===== config.mk =====
export PLATFORM = sky130hd
export DESIGN_NAME = seq_detect_param
export DESIGN_NICKNAME = d
export VERILOG_FILES = /design/src/rtl/seq_detect_pkg.sv /design/src/rtl/sat_counter.sv /design/src/rtl/seq_detect_param.sv
export SDC_FILE = /design/constraint.sdc
export NUM_CORES = 1
export LEC_CHECK = 0
export CAP_MARGIN = 20
export CORE_MARGIN = 3
export CORE_UTILIZATION = 59
export CTS_BUF_LIST = sky130_fd_sc_hd__clkbuf_16
export CTS_CLUSTER_DIAMETER = 120
export CTS_CLUSTER_SIZE = 20
export DETAILED_ROUTE_END_ITERATION = 12
export HOLD_SLACK_MARGIN = 0.02
export PLACE_DENSITY = 0.84
export SLEW_MARGIN = 20
export SYNTH_ARGS = -nofsm -noshare
export SYNTH_HDL_FRONTEND = slang
export SYNTH_SLANG_ARGS = --single-unit

===== constraint.sdc =====
create_clock -name clk -period 6.3 [get_ports clk]
set_input_delay 1.26 -clock clk [delete_from_list [all_inputs] [get_ports clk]]
set_output_delay 1.26 -clock clk [all_outputs]
set_load 0.01 [all_outputs]

===== src/rtl/seq_detect_pkg.sv =====
// Shared types and constants for the parameterised serial pattern detector.
package seq_detect_pkg;

    // Detector FSM states; encodings are visible on the state output.
    typedef enum logic [1:0] {
        IDLE = 2'd0,
        FILL = 2'd1,
        RUN  = 2'd2
    } state_t;

    // Legal range for MAX_LEN and for a loaded pattern length.
    localparam int unsigned MIN_LEN       = 2;
    localparam int unsigned MAX_LEN_LIMIT = 32;

endpackage


===== src/rtl/sat_counter.sv =====
// Saturating up-counter with synchronous clear; clear together with inc loads 1.
module sat_counter #(
    parameter int unsigned W = 8
) (
    input  logic         clk,
    input  logic         rst_n,
    input  logic         inc,
    input  logic         clr,
    output logic [W-1:0] cnt
);

    // Count register: clear wins over hold, saturate at all-ones.
    always_ff @(posedge clk or negedge rst_n) begin
        if (!rst_n) begin
            cnt <= '0;
        end else if (clr) begin
            cnt <= inc ? W'(1) : '0;
        end else if (inc && (cnt != '1)) begin
            cnt <= cnt + W'(1);
        end
    end

endmodule


===== src/rtl/seq_detect_param.sv =====
// Runtime-configurable serial pattern detector with overlap control and match counter.
module seq_detect_param
    import seq_detect_pkg::*;
#(
    parameter int unsigned MAX_LEN = 16,
    parameter int unsigned CNT_W   = 8
) (
    input  logic                         clk,
    input  logic                         rst_n,
    input  logic                         in,
    input  logic                         in_valid,
    input  logic                         cfg_load,
    input  logic [MAX_LEN-1:0]           cfg_pattern,
    input  logic [$clog2(MAX_LEN+1)-1:0] cfg_len,
    input  logic                         cfg_overlap,
    input  logic                         cnt_clr,
    output logic                         Q,
    output logic [CNT_W-1:0]             match_cnt,
    output logic [1:0]                   state,
    output logic                         cfg_err
);

    localparam int unsigned LW = $clog2(MAX_LEN+1);

    state_t             st, st_n;
    logic [MAX_LEN-1:0] hist, hist_n;
    logic [MAX_LEN-1:0] pat, pat_n;
    logic [LW-1:0]      fill, fill_n;
    logic [LW-1:0]      len, len_n;
    logic               ovl, ovl_n;
    logic               match;
    logic               err_n;
    logic               cfg_ok;
    logic [MAX_LEN-1:0] shifted;
    logic [MAX_LEN-1:0] mask;
    logic [LW-1:0]      fill_inc;

    assign cfg_ok = (cfg_len >= LW'(MIN_LEN)) && (cfg_len <= LW'(MAX_LEN));
    // Shift written arithmetically so every history bit feeds the expression.
    assign shifted  = (hist << 1) | {{(MAX_LEN-1){1'b0}}, in};
    // Low len bits set; len == MAX_LEN shifts everything out, giving all ones.
    assign mask     = ~({MAX_LEN{1'b1}} << len);
    assign fill_inc = (fill < len) ? fill + 1'b1 : fill;

    // Next-state, configuration latching and match detection.
    always_comb begin
        st_n   = st;
        hist_n = hist;
        fill_n = fill;
        pat_n  = pat;
        len_n  = len;
        ovl_n  = ovl;
        match  = 1'b0;
        err_n  = 1'b0;
        if (cfg_load) begin
            // A load always swallows a coincident data bit, accepted or not.
            if (cfg_ok) begin
                pat_n  = cfg_pattern;
                len_n  = cfg_len;
                ovl_n  = cfg_overlap;
                hist_n = '0;
                fill_n = '0;
                st_n   = FILL;
            end else begin
                err_n = 1'b1;
            end
        end else if (in_valid && (st != IDLE)) begin
            hist_n = shifted;
            fill_n = fill_inc;
            match  = (fill_inc >= len) && (((shifted ^ pat) & mask) == '0);
            case (st)
                FILL, RUN: begin
                    if (match && !ovl) begin
                        fill_n = '0;
                        st_n   = FILL;
                    end else if (fill_inc == len) begin
                        st_n = RUN;
                    end
                end
                default: st_n = IDLE;
            endcase
        end
    end

    // State, history, configuration and registered pulse outputs.
    always_ff @(posedge clk or negedge rst_n) begin
        if (!rst_n) begin
            st      <= IDLE;
            hist    <= '0;
            fill    <= '0;
            pat     <= '0;
            len     <= '0;
            ovl     <= 1'b0;
            Q       <= 1'b0;
            cfg_err <= 1'b0;
        end else begin
            st      <= st_n;
            hist    <= hist_n;
            fill    <= fill_n;
            pat     <= pat_n;
            len     <= len_n;
            ovl     <= ovl_n;
            Q       <= match;
            cfg_err <= err_n;
        end
    end

    assign state = st;

    sat_counter #(.W(CNT_W)) u_cnt (
        .clk   (clk),
        .rst_n (rst_n),
        .inc   (match),
        .clr   (cnt_clr),
        .cnt   (match_cnt)
    );

endmodule


[After elaboration in Yosys (flattened, before gate mapping)]
Index checks and enable logic that the tools add are counted.
Storage, ports and cells
  flip-flop bits (word level): 54
  input bits: 28
Cells by class
  $add $sub $neg: 2
  magnitude comparators: 4
  equal/unequal tests: 6
  shifts and indexed selects: 1
  multiplexer cells: 22
  bitwise operators: 4
  reduce and logical (&&, ||, !) cells: 14
Operators by type and width (count)
  $mux 15: 3
  $mux 5: 6
  $and 16x16->16: 1
  $logic_not 16->1: 1
  $mux 8: 2
  $not 16->16: 1
  $or 16x1->16: 1
  $shl 16x5->16 const A: 1
  $xor 16x16->16: 1
  $mux 2: 6
  $add 8x1->8 const B: 1
  $ne 8x8->1 const B: 1
  $reduce_bool 2->1: 3
  $add 5x1->5 const B: 1
  $eq 5x5->1: 1
  $ge 5x2->1 const B: 1
  $ge 5x5->1: 1
  $le 5x5->1 const B: 1
  $logic_and 1x1->1: 5
  $lt 5x5->1: 1
  $mux 1: 5
  $ne 4x4->1 const B: 1
  $reduce_and 2->1: 2
  $reduce_and 3->1: 1
  other kinds (5): 5

[Logic depth before layout (Yosys ltp)]
  depth in word-level cells: 10
  mapped depth: 18
  gate-level depth less buffers: 16

[By module]
Synthesis repeated with hierarchy kept, for this count alone.
Unflattened totals
  cell total of the unflattened synthesis: 346
  area, all modules: 3084.2 um^2
By module, submodules not included
  seq_detect_param: instances 1, cells an instance 299, area an instance 2611.3 um^2, sequential area each 1151.1 um^2
  sat_counter: instances 1, cells an instance 47, area an instance 473.0 um^2, sequential area each 200.2 um^2

[Worst setup path after synthesis]
Ideal clock, no wire load.
  path kind: flip-flop to flip-flop
  start point: reg len[1]
  end point: reg u_cnt.cnt[5]
  library setup time: 125 ps
  arrival: 3471 ps
  path slack: 2704 ps
  stages on the path, launching flop included: 18
  cell sequence: dfrtp_1 > clkbuf_1 > inv_1 > ha_1 > a21o_1 > a21oi_1 > o21a_1 > nand2_1 > xnor2_1 > ha_1 > o21ai_0 > o21ai_0 > a21oi_1 > nor3_2 > nand4_2 > buf_6 > nor4_1 > mux2_2
On the way
  longest elaborated chain between the ends: 9
  elaborated cells between the ends (all ways): 12
  those cells by class: order compare: 2; shift: 1; mux: 3; bitwise: 2; reduce/logical: 4
RTL lines
  start, declared: line seq_detect_param.sv:29  | logic [LW-1:0] len, len_n;
  start signal, assigned: line seq_detect_param.sv:101  | len <= len_n;
  branches (longest 4 deep; another with $lt 5x5->1)
  $logic_and 1x1->1 *: line seq_detect_param.sv:70  | match = (fill_inc >= len) && (((shifted ^ pat) & mask) == '0);
  $mux 1 *: line seq_detect_param.sv:67  | end else if (in_valid && (st != IDLE)) begin
  $mux 1 *: line seq_detect_param.sv:55  | if (cfg_load) begin
  $logic_and 1x1->1 *: line sat_counter.sv:18  | end else if (inc && (cnt != '1)) begin
  $reduce_bool 2->1 (no line) *
  end signal, assigned: line sat_counter.sv:17  | cnt <= inc ? W'(1) : '0;
  end signal, assigned: line sat_counter.sv:19  | cnt <= cnt + W'(1);
  end, declared: line sat_counter.sv:9  | output logic [W-1:0] cnt
Mark *: on every way between the ends.
A chain may end at the register's enable or synchronous reset.

[Worst setup path after layout]
Ends and elaborated chain as after synthesis.

==> metrics.cfg <==
[synth]
syn-num-nets=330
synthArstFlopShare_pct=100
ys_top_cells_by_area=dfrtp_1 46%, mux2_2 8.4%, nand2_1 5.4%
yosysWarnings=0
yosysSeqAreaShare_pct=46.1
synth.distinct_cells=46
syn_inst=290
synth_area_mm2=0.00293
ys_ff_latch=54
syn_area_per_cell_um2=10.1
synth_top_area_share_pct=46.1
yosysMostFrequentCell=dfrtp_1
synthTopCellsByCount=54 x dfrtp_1, 42 x nand2_1, 24 x o21ai_0, 22 x mux2_2, 14 x xor2_1
synth-edff-count=0
synth_top_cell_by_area=dfrtp_1
synth_ff_type=dfrtp_1

[floorplan]
die_area_mm2=0.00586
num_io_pins=40
num_rows=25
start_util_pct=61.7
die_w_um=76.5
design.core.area_mm2=0.00475
die_h_um=76.5

[worst_setup_path]
worst-path-buf-inv=1
slowest_delay_ns=0.61
cp-start-kind=flop
path_cells=inv_1 > ha_1 > a21o_1 > a21oi_1 > o21a_1 > nand2_1 > xnor2_1 > ha_1 > o21ai_0 > o21ai_0 > a21oi_1 > nor3_2 > nand4_2 > nor4_1 > mux2_2
cp_top_family=simple AND/OR/NAND/NOR gates
crit_required_ns=6.48
worstPathArrival_ns=4.06
endpoint_kind=flop
cp_max_fo=13
critical-path-slowest-cell=dfrtp_1
path_class=flop to flop

[routing]
detail-route-antenna-nets=0
drc=0
dr.pass1.iters=4
wl_per_cell_um=15.1
vias=2241
drt_wl_total_um=5930
viasPerCell=5.72
drt_iter0_markers=66

[timing]
hold_ws_ns=0.526
setup_viol=0
drv_slew=0
slew-limit-headroom_pct=55.9
finalCriticalPeriod_ns=3.89
fin_crit_sh_pct=61.7
setup-tns-final_ns=0
hold_viol=0
timing.fmax_mhz=257
rsz0062_at_grt=false
skew_ns=0.00588
worst_pin_slew_ns=0.662

[layout]
design_area_mm2=0.00349
layout-drive-gt1-share_pct=12.3
diodes=0
fillerInstances=360
final_cells=392
areaGrowthSynthToFinish_pct=19.0
fin_nets=364

[power]
p_comb_share_pct=27.1
peakVddDrop_mv=0.209
total_power_mw=0.971
p_per_area_mw_per_mm2=278
switchingPower_mw=0.309
switching_share_pct=31.8
p_int_mw=0.663
p_clk_share_pct=27.7
seq_power_share_pct=45.2
power_leakage_nw=1.48

[placed_design]
place_inst=384
gp_congestion=0.908
hpwl_um=4160
portBuffers=39
dpl_cell_area_mm2=0.00335

[cts]
clk-insertion-delay-late_ns=0.29
clock-sinks=54
post_cts_buffers=0
ctsHoldBuffers=0
clock_tree.root_cell=clkbuf_16
htree_levels=2
cts_tree=built
cts_resized=0
cts.path.max_buffers=2
cts_buffers=5
clk_pin_slew_ns=0.07

[grt]
grt_max_degree=55
gr-usage-all-layers_pct=21.7
antenna_found_initial=0
grt_overflow=0
grt_pass1_vias=2228
grt_pass1_wl_um=10200

[run]
maxCapViolCount=0

[status]
status=complete, no violations

[hold_path]
hp-class=flop to flop

-- cells by family after synthesis --
family / after synthesis / synth area share, %
buf+inv: 27 / 4.22
fa+ha+maj: 12 / 5.12
mux: 22 / 8.44
flops: 54 / 46.1
simple gates: 88 / 14.5
compound gates: 68 / 15.9
xor+xnor: 19 / 5.67
-- cell usage in the layout, fill, tap and decap left out, types with 5 or more instances in the layout --
cell,instances
nand3_1,7
clkbuf_16,5
xor2_1,14
xnor2_1,5
clkdlybuf4s50_1,38
nand2_1,42
inv_1,12
mux2_2,22
a21oi_1,12
nor2_1,11
ha_1,12
o21ai_0,24
dfrtp_1,54
a32o_1,5
-- path summary, 6_finish.rpt --
path | from | to | slack [ns] | depth (start not counted)
setup / recovery | len[1] | u_cnt.cnt[5] | 2.41 | 15
hold / removal | state[1] | state[1] | 0.53 | 1
max in group asynchronous | rst_n | fill[3] | 4.77 | 2
min in group asynchronous | rst_n | u_cnt.cnt[6] | 1.08 | 2
hold reg to reg | state[1] | state[1] | 0.53 | 1
setup reg to reg | len[1] | u_cnt.cnt[5] | 2.41 | 15
-- cell type report --
cell class | count | area [µm²] | area share (%)
multi-input cells | 209 | 1460 | 41.8
well taps | 67 | 83.8 | 2.40
flip-flops and latches | 54 | 1350 | 38.7
clock buffers | 5 | 125 | 3.58
clock inverters | 3 | 20.0 | 0.573
repair buffers | 42 | 408 | 11.7
inverters | 12 | 45.0 | 1.29
-- sequential cells by signal, summed over array words and instances (netlist names) --
signal,count
ovl,1
cfg_err,1
len,5
u_cnt.cnt,8
hist,15
pat,16
fill,5
Q,1
state,2
-- layer usage --
layer | track usage, % | routed length (µm) | up-vias
li1 | - | - | 1104
met1 | 29.4 | 2650 | 1085
met2 | 34.8 | 2940 | 43
met3 | 4.26 | 243 | 9
met4 | 7.61 | 91 | 0
met5 | 0 | 0 | -
-- power by group through the flow --
stage,logic [mW],clock network (mW),registers (mW)
2_1_floorplan,0.199,0,0.426
3_3_place_gp,0.253,0,0.442
3_5_place_dp,0.262,0,0.444
4_1_cts,0.264,0.275,0.438
5_1_grt,0.296,0.289,0.445
6_report,0.263,0.269,0.439
-- metrics by stage --
step	setup slack, ns	utilization (%)
final	2.41	73.4
after global routing	2.09	73.4
after CTS	2.45	73.4
after detailed placement	2.48	70.4
after global placement	2.57	70.4
after floorplan	2.70	-
Note: power is estimated with default switching activity, not from simulation.
